[src/rtl/bomberman_pkg.sv]
// Shared types and constants for the per-player motion and bomb logic.
package bomberman_pkg;

    localparam int COORD_W = 4;

    typedef enum logic [1:0] {
        READY    = 2'd0,
        PROBE    = 2'd1,
        COOLDOWN = 2'd2
    } move_state_e;

    typedef enum logic {
        NONE = 1'b0,
        FUSE = 1'b1
    } bomb_state_e;

    localparam logic DIR_LEFT  = 1'b0;
    localparam logic DIR_RIGHT = 1'b1;
    localparam logic DIR_UP    = 1'b0;
    localparam logic DIR_DOWN  = 1'b1;

    // Only called once the bounds check has passed, so no wrap is possible.
    function automatic logic [COORD_W-1:0] step_coord(input logic [COORD_W-1:0] c,
                                                      input logic               inc);
        return inc ? c + COORD_W'(1) : c - COORD_W'(1);
    endfunction

endpackage

[src/rtl/bomb_fuse_timer.sv]
// Single-bomb placement and fuse countdown for one player.
// Optional macro BOMB_EDGE_EN: place bombs only on a rising edge of bomb_req.
module bomb_fuse_timer
    import bomberman_pkg::*;
#(
    parameter int unsigned FUSE_CYCLES = 100000000
) (
    input  logic               clock,
    input  logic               reset,
    input  logic               enable,
    input  logic               bomb_req,
    input  logic [COORD_W-1:0] pos_x,
    input  logic [COORD_W-1:0] pos_y,
    output logic               bomb_place,
    output logic [COORD_W-1:0] bomb_x,
    output logic [COORD_W-1:0] bomb_y,
    output logic               bomb_active,
    output logic               bomb_explode
);

    localparam int FUSE_CW = (FUSE_CYCLES > 1) ? $clog2(FUSE_CYCLES) : 1;
    localparam logic [FUSE_CW-1:0] FUSE_RELOAD = FUSE_CW'(FUSE_CYCLES - 1);

    bomb_state_e        state_q, state_d;
    logic [FUSE_CW-1:0] cnt_q, cnt_d;
    logic [COORD_W-1:0] bomb_x_q, bomb_x_d;
    logic [COORD_W-1:0] bomb_y_q, bomb_y_d;
    logic               place_q, place_d;
    logic               explode_q, explode_d;
    logic               arm;

`ifdef BOMB_EDGE_EN
    logic req_prev_q, req_prev_d;

    assign req_prev_d = bomb_req;
    assign arm        = enable & bomb_req & ~req_prev_q;

    always_ff @(posedge clock) begin
        if (reset) req_prev_q <= 1'b0;
        else       req_prev_q <= req_prev_d;
    end
`else
    assign arm = enable & bomb_req;
`endif

    always_comb begin
        state_d   = state_q;
        cnt_d     = cnt_q;
        bomb_x_d  = bomb_x_q;
        bomb_y_d  = bomb_y_q;
        place_d   = 1'b0;
        explode_d = 1'b0;
        case (state_q)
            NONE: begin
                if (arm) begin
                    bomb_x_d = pos_x;
                    bomb_y_d = pos_y;
                    place_d  = 1'b1;
                    cnt_d    = FUSE_RELOAD;
                    state_d  = FUSE;
                end
            end
            FUSE: begin
                if (cnt_q == '0) begin
                    explode_d = 1'b1;
                    state_d   = NONE;
                end else begin
                    cnt_d = cnt_q - FUSE_CW'(1);
                end
            end
            default: state_d = NONE;
        endcase
    end

    always_ff @(posedge clock) begin
        if (reset) begin
            state_q   <= NONE;
            cnt_q     <= '0;
            bomb_x_q  <= '0;
            bomb_y_q  <= '0;
            place_q   <= 1'b0;
            explode_q <= 1'b0;
        end else begin
            state_q   <= state_d;
            cnt_q     <= cnt_d;
            bomb_x_q  <= bomb_x_d;
            bomb_y_q  <= bomb_y_d;
            place_q   <= place_d;
            explode_q <= explode_d;
        end
    end

    assign bomb_place   = place_q;
    assign bomb_x       = bomb_x_q;
    assign bomb_y       = bomb_y_q;
    assign bomb_active  = (state_q == FUSE);
    assign bomb_explode = explode_q;

endmodule

[src/rtl/player_motion_ctrl.sv]
// Per-player move FSM (rate-limited, map-probed grid steps) plus bomb timer.
// Optional macro BOMB_EDGE_EN is forwarded to bomb_fuse_timer.
module player_motion_ctrl
    import bomberman_pkg::*;
#(
    parameter int unsigned GRID_W      = 15,
    parameter int unsigned GRID_H      = 11,
    parameter int unsigned START_X     = 1,
    parameter int unsigned START_Y     = 1,
    parameter int unsigned MOVE_PERIOD = 12500000,
    parameter int unsigned FUSE_CYCLES = 100000000
) (
    input  logic               clock,
    input  logic               reset,
    input  logic               enable,
    input  logic               bomb_req,
    input  logic               xdir,
    input  logic               ydir,
    input  logic               xmov,
    input  logic               ymov,
    input  logic               target_blocked,
    output logic [COORD_W-1:0] pos_x,
    output logic [COORD_W-1:0] pos_y,
    output logic [COORD_W-1:0] target_x,
    output logic [COORD_W-1:0] target_y,
    output logic               target_valid,
    output logic               moved,
    output logic               bomb_place,
    output logic [COORD_W-1:0] bomb_x,
    output logic [COORD_W-1:0] bomb_y,
    output logic               bomb_active,
    output logic               bomb_explode
);

    localparam int MOVE_CW = (MOVE_PERIOD > 1) ? $clog2(MOVE_PERIOD) : 1;
    localparam logic [MOVE_CW-1:0] MOVE_RELOAD = MOVE_CW'(MOVE_PERIOD - 1);
    localparam logic [COORD_W-1:0] X_MAX       = COORD_W'(GRID_W - 1);
    localparam logic [COORD_W-1:0] Y_MAX       = COORD_W'(GRID_H - 1);

    move_state_e        state_q, state_d;
    logic [MOVE_CW-1:0] cnt_q, cnt_d;
    logic [COORD_W-1:0] pos_x_q, pos_x_d;
    logic [COORD_W-1:0] pos_y_q, pos_y_d;
    logic [COORD_W-1:0] tgt_x_q, tgt_x_d;
    logic [COORD_W-1:0] tgt_y_q, tgt_y_d;
    logic               moved_q, moved_d;
    logic               at_edge;

    // NOTE: every always_comb output gets a default first so no path can infer a latch.
    always_comb begin
        state_d = state_q;
        cnt_d   = cnt_q;
        pos_x_d = pos_x_q;
        pos_y_d = pos_y_q;
        tgt_x_d = tgt_x_q;
        tgt_y_d = tgt_y_q;
        moved_d = 1'b0;
        at_edge = 1'b0;
        case (state_q)
            READY: begin
                if (enable && (xmov || ymov)) begin
                    if (xmov) begin
                        at_edge = (xdir == DIR_RIGHT) ? (pos_x_q == X_MAX) : (pos_x_q == '0);
                    end else begin
                        at_edge = (ydir == DIR_DOWN) ? (pos_y_q == Y_MAX) : (pos_y_q == '0);
                    end
                    if (!at_edge) begin
                        tgt_x_d = xmov ? step_coord(pos_x_q, xdir == DIR_RIGHT) : pos_x_q;
                        tgt_y_d = xmov ? pos_y_q : step_coord(pos_y_q, ydir == DIR_DOWN);
                        state_d = PROBE;
                    end
                end
            end
            PROBE: begin
                if (!target_blocked) begin
                    pos_x_d = tgt_x_q;
                    pos_y_d = tgt_y_q;
                    moved_d = 1'b1;
                    cnt_d   = MOVE_RELOAD;
                    state_d = COOLDOWN;
                end else begin
                    state_d = READY;
                end
            end
            COOLDOWN: begin
                if (cnt_q == '0) state_d = READY;
                else             cnt_d   = cnt_q - MOVE_CW'(1);
            end
            default: state_d = READY;
        endcase
    end

    // NOTE: sequential state uses non-blocking assignments so all flops update from pre-edge values.
    always_ff @(posedge clock) begin
        if (reset) begin
            state_q <= READY;
            cnt_q   <= '0;
            pos_x_q <= COORD_W'(START_X);
            pos_y_q <= COORD_W'(START_Y);
            tgt_x_q <= '0;
            tgt_y_q <= '0;
            moved_q <= 1'b0;
        end else begin
            state_q <= state_d;
            cnt_q   <= cnt_d;
            pos_x_q <= pos_x_d;
            pos_y_q <= pos_y_d;
            tgt_x_q <= tgt_x_d;
            tgt_y_q <= tgt_y_d;
            moved_q <= moved_d;
        end
    end

    assign pos_x        = pos_x_q;
    assign pos_y        = pos_y_q;
    assign target_x     = tgt_x_q;
    assign target_y     = tgt_y_q;
    assign target_valid = (state_q == PROBE);
    assign moved        = moved_q;

    // Bomb latches the pre-commit position register, so a same-edge move is not seen.
    bomb_fuse_timer #(
        .FUSE_CYCLES(FUSE_CYCLES)
    ) u_bomb (
        .clock       (clock),
        .reset       (reset),
        .enable      (enable),
        .bomb_req    (bomb_req),
        .pos_x       (pos_x_q),
        .pos_y       (pos_y_q),
        .bomb_place  (bomb_place),
        .bomb_x      (bomb_x),
        .bomb_y      (bomb_y),
        .bomb_active (bomb_active),
        .bomb_explode(bomb_explode)
    );

endmodule

[config.mk]
export PLATFORM = sky130hd
export DESIGN_NAME = player_motion_ctrl
export DESIGN_NICKNAME = d
export VERILOG_FILES = /design/src/rtl/bomberman_pkg.sv /design/src/rtl/bomb_fuse_timer.sv /design/src/rtl/player_motion_ctrl.sv
export SDC_FILE = /design/constraint.sdc
export NUM_CORES = 1
export LEC_CHECK = 0
export ABC_AREA = 1
export CORE_MARGIN = 10
export CORE_UTILIZATION = 59
export DETAILED_ROUTE_END_ITERATION = 8
export PLACE_DENSITY_LB_ADDON = 0.05
export SLEW_MARGIN = 25
export SYNTH_ARGS = -nofsm -noshare
export SYNTH_HDL_FRONTEND = slang
export SYNTH_SLANG_ARGS = --single-unit
export TNS_END_PERCENT = 5
[constraint.sdc]
create_clock -name clock -period 2.1 [get_ports clock]
set_input_delay 0.525 -clock clock [delete_from_list [all_inputs] [get_ports clock]]
set_output_delay 0.525 -clock clock [all_outputs]
set_load 0.03 [all_outputs]
* Word-level counts from Yosys, hierarchy flattened
Index checks and enable logic that the tools add are counted.
Word-level totals: register bits 81, latch bits 0, memory bits (writable) 0, memories kept 0, bits in read-only memories 0, bits of input ports 9, output and inout port bits 29
Cells by class: add/sub/neg operators 6, shift-type cells 0, equality and inequality tests 11, multiply operators 0, reductions and logical operators 17, magnitude comparators 0, divide/modulo/power cells 0, mux-type cells 25, bitwise gates (word level) 5
Operator list (count):
- 27-bit 2-to-1 mux | 2
- 27-bit one-hot mux with 2 select lines | 1
- 24-bit 2-to-1 mux | 2
- 24-bit one-hot mux with 2 select lines | 1
- 27-bit logical NOT | 1
- 27-bit by 1-bit subtractor with 27-bit output, second input constant | 1
- 24-bit logical NOT | 1
- 24-bit by 1-bit subtractor with 24-bit output, second input constant | 1
- 4-bit 2-to-1 mux | 4
- 2-bit inequality test, second input constant | 6
- 1-bit 2-to-1 mux | 9
- 3-bit AND reduction | 3
- 4-bit by 1-bit adder with 4-bit output, second input constant | 2
- 4-bit == test, second input constant | 2
- 4-bit logical NOT | 2
- 2-bit 2-to-1 mux | 4
- 4-bit by 1-bit subtractor with 4-bit output, second input constant | 2
- 2-bit one-hot mux with 3 select lines | 1
- 2-bit AND reduction | 3
- 2-bit OR reduction | 3
- 1-bit NOT | 4
- 2-bit by 1-bit == test with 1-bit output, second input constant | 1
- 2-bit == test, second input constant | 1
- 2-bit logical NOT | 1
- 6 further kinds | 6

* Longest topological paths before layout
depth after elaboration 8, mapped depth 12

* Hierarchy
A second synthesis with hierarchy kept.
Second synthesis, totals: cell total of the unflattened synthesis 745, area total of the unflattened synthesis 4894.7 µm²
Modules (own cells, without submodules):
- player_motion_ctrl | cells each 396, instances 1, area each 2668.8 µm², sequential area each 860.8 µm²
- bomb_fuse_timer | cells each 349, instances 1, area each 2225.9 µm², sequential area each 760.7 µm²

* Least setup slack after synthesis
Ideal clock, no wire load.
kind input-to-reg, start in xdir, end reg tgt_x_q[3] (netlist: target_x[3]), data arrival time 1.621 ns, data required time 1.991 ns, path slack 0.370 ns, buffers on the path 0, stages 10, path through inv_1 ha_1 a21oi_1 nand2_1 a21oi_1 o21ai_0 nand2_1 nand3_1 nand2_1 inv_1
On the way: word-level cells in the longest chain between the ends 6, elaborated cells between the ends (all ways) 8, classes of those cells 6 x mux; 1 x bitwise; 1 x reduce/logical
RTL lines:
- from (decl) | line player_motion_ctrl.sv:17 | input logic xdir,
- 1-bit 2-to-1 mux | line player_motion_ctrl.sv:63 | at_edge = (xdir == DIR_RIGHT) ? (pos_x_q == X_MAX) : (pos_x_q == '0);
- 1-bit 2-to-1 mux | line player_motion_ctrl.sv:62 | if (xmov) begin
- 1-bit 2-to-1 mux | line player_motion_ctrl.sv:61 | if (enable && (xmov || ymov)) begin
- 1-bit 2-to-1 mux | line player_motion_ctrl.sv:59 | case (state_q)
- 1-bit NOT (no source line)
- 3-bit AND reduction (no source line)
- to (signal assigned) | line player_motion_ctrl.sv:108 | tgt_x_q <= tgt_x_d;
- to (decl) | line player_motion_ctrl.sv:44 | logic [COORD_W-1:0] tgt_x_q, tgt_x_d;
Several ways; a longest one is shown, not always the timed one. The select of a mux whose other input is x is not followed. A chain may end at the register's enable or synchronous reset.

* Worst setup path in the final report
start reg pos_x_q[1] (netlist: pos_x[1]), end out pos_x[1]
RTL lines:
- from (decl) | line player_motion_ctrl.sv:42 | logic [COORD_W-1:0] pos_x_q, pos_x_d;
- from (signal assigned) | line player_motion_ctrl.sv:98 | pos_x_q <= COORD_W'(START_X);
- from (signal assigned) | line player_motion_ctrl.sv:106 | pos_x_q <= pos_x_d;
- to (decl) | line player_motion_ctrl.sv:22 | output logic [COORD_W-1:0] pos_x,
No word-level cell between the ends.

==> impl_results.md <==
* HPWL after DPL at 8.81 mm
* RePlAce Congestion at approximately 0.95
* Starting DRT DRC Count at between 200 and 300
* Clock transition at path regs at 0.08 ns
* Final Slew Violations at 0
* DR DRC count at 0
* Clk root buf: clkbuf_8
* Comb pwr share at 0.281
* Worst setup path class: flip-flop to output port
* Final antenna-violating net count at 0
* Final Net Count at 788
* CTS max path bufs at 2
* Cells after Synth at 718
* I/O pin total at 38
* CP delay by family, top: buffers and inverters
* All-Layer GR Usage at 0.205
* DR vias/cell at roughly 5.4
* Max Cap Viol at 0
* WP data required at 1.57 ns
* Core Area at about 0.0077 mm^2
* Area of the multi-input gates at 0.00269 mm^2
* Vias in the first global route at about 4.5k
* CP peak stage delay at 0.72 ns
* Sw Ratio at 0.341
* Die extent in y at approximately 110 um
* Fin. Hold Viols at 0
* Area growth syn-to-layout at 17.5%
* Commonest cells after routing, fill and taps aside: nand2_1, nor2_1, dfxtp_1
* R2R Setup Slk at between 0.2 and 0.3 ns
* Hold WS at around 0.46 ns
* Placed cell count at 861
* Worst path bufs/invs at 1
* Sequential element share of the synthesized area at 0.346
* # hold bufs at CTS at 0
* Cts bufs inserted at 9
* WL/cell at 13.5 um
* Cell Int Power at approximately 0.0028 W
* Slowest cell on crit path: clkdlybuf4s50_1
* Commonest non-fill, non-tap cell in the layout: nand2_1
* CTS HTree Levels at 3
* Max Freq at between 400 and 500 MHz
* Peak VDD IR at between 0.4 and 0.5 mV
* Row count at 32
* Status: finished clean
* Flop pwr share at 0.400
* Worst Skew at 0.00874 ns
* Syn_nets at 736
* Die W at between 100 and 150 um
* P per Cell Area at 785 mW/mm^2
* # diodes at 0
* First-pass iteration count of the detailed router at 6
* Syn Std Cell Area at roughly 0.0047 mm^2
* Slew of the pin with the lowest slew margin at 0.422 ns
* Setup Viol. Count Final at 0
* P_leak at 2.43 nW
* Skew-Pair Late Insertion Delay at between 0.3 and 0.4 ns
* CTS tree: done
* Register bit count reported by yosys at 81
* Crit path cell chain: clkdlybuf4s50_1
* Tmin final at 2.02 ns
* Share of layout cells above drive strength 1 at 0.112
* Largest net degree at the start of global routing at 31
* Via Count at 4751
* Sw power at roughly 0.0015 W
* Tot Pwr at 0.00432 W
* Seq. cell area at 0.00162 mm^2
* Tightest Hold Check Type: flip-flop to flip-flop
* Total global routing overflow at 0
* Initial Util at 0.606
* Final WL at 11.9 mm
* Final period util at 0.963
* YS warnings at 0
* Port buffer count at 37
* Relative slew slack at 0.718
* Crit path max fanout at 5
* Synth unique cells at 36
* Critical Path Source Type: flip-flop
* Mapped Avg Cell Area at 6.53 um^2
* First-pass GRT wire length at between 20 and 25 mm
* Arrival @ worst endpoint at 1.50 ns
* Antenna violations before repair at 0
* Crit path capture type: output port
* Clk sinks at 81
* Fillers at 645
* DIE AREA at 0.0119 mm^2
* Finished Core Util at 0.712
* Cell Count, Final, Fillers Out at slightly below 900
* Clk network pwr share at 0.320
cells in the mapped netlist, drive strengths merged:
library cell	instances	area share
inv	70	0.056
nor3	4	0.0043
fa	2	0.0085
or2	9	0.012
o21bai	4	0.0064
o22ai	4	0.0067
o21ai	28	0.030
nand3b	8	0.013
nand4	15	0.023
ha	7	0.019
dfxtp	81	0.35
xor2	7	0.013
o211ai	2	0.0032
clkbuf	9	0.0072
nand2	222	0.19
clkinv	1	0.0019
mux2i	1	0.0021
a21oi	56	0.065
nor2	111	0.10
nand3	69	0.076
buf	8	0.017
cell families after synthesis:
kind of cell	count (synthesis)	share of synthesized area
multiplexers	1	0.00214
AND/OR/NAND/NOR	438	0.418
flip-flops	81	0.346
adder cells (fa/ha/maj)	9	0.0272
buffers and inverters	88	0.0820
XOR/XNOR	7	0.0131
AO/OA/AOI/OAI	94	0.112
through the flow:
step,setup WS (ns),TNS [ns],cell area (um^2)
floorplan,0.370,0,4690
finish,0.0773,0,5500
CTS,0.0232,0,5490
global route,-0.0569,-0.0569,5500
global placement,-0.142,-0.352,5250
detailed placement,-0.203,-0.694,5250
metal layers:
layer,global-route usage,wire length [um]
met5,0,0
met4,0.0810,297
met3,0.0549,489
met2,0.359,6000
met1,0.230,5070
registers in the layout (all words and copies together) (netlist names):
register and count:
moved 1, u_bomb.bomb_explode 1, pos_x 4, target_y 4, u_bomb.bomb_y 4, u_bomb.bomb_active 1, u_bomb.cnt_q 27, pos_y 4
target_x 4, state_q 2, u_bomb.bomb_place 1, u_bomb.bomb_x 4, cnt_q 24
cell type report:
cell class                      count  share of cell area
Multi-Input combinational cell    549               0.489
Inverter                           71              0.0493
Clock buffer                        9              0.0225
Sequential cell                    81               0.295
Clock inverter                      7              0.0211
Tap cell                          102              0.0232
Timing Repair Buffer               58               0.100
power by group through the flow:
stage               registers (W)  clock network (W)  logic, W
floorplan                 0.00178                  0  0.000873
global placement          0.00176                  0   0.00116
detailed placement        0.00176                  0   0.00119
CTS                       0.00172            0.00141   0.00120
global route              0.00174            0.00148   0.00137
finish                    0.00173            0.00138   0.00121
worst paths after layout:
| path | start | endpoint | depth (start not counted) |
|---|---|---|---|
| min | u_bomb.cnt_q[26]$_SDFFE_PP0P_ | u_bomb.cnt_q[26]$_SDFFE_PP0P_ | 2 |
| max reg2reg | u_bomb.cnt_q[0]$_SDFFE_PP0P_ | u_bomb.cnt_q[21]$_SDFFE_PP0P_ | 10 |
| max | pos_x[1]$_SDFFE_PP0P_ | pos_x[1] | 1 |
| min reg2reg | u_bomb.cnt_q[26]$_SDFFE_PP0P_ | u_bomb.cnt_q[26]$_SDFFE_PP0P_ | 2 |
repair_timing:
| action | in CTS | in global routing |
|---|---|---|
| setup buffers | 0 | 0 |
| resized for setup | 1 | 6 |
| endpoints found under the setup margin | 1 | 5 |
Note: power is estimated with default switching activity, not from simulation.
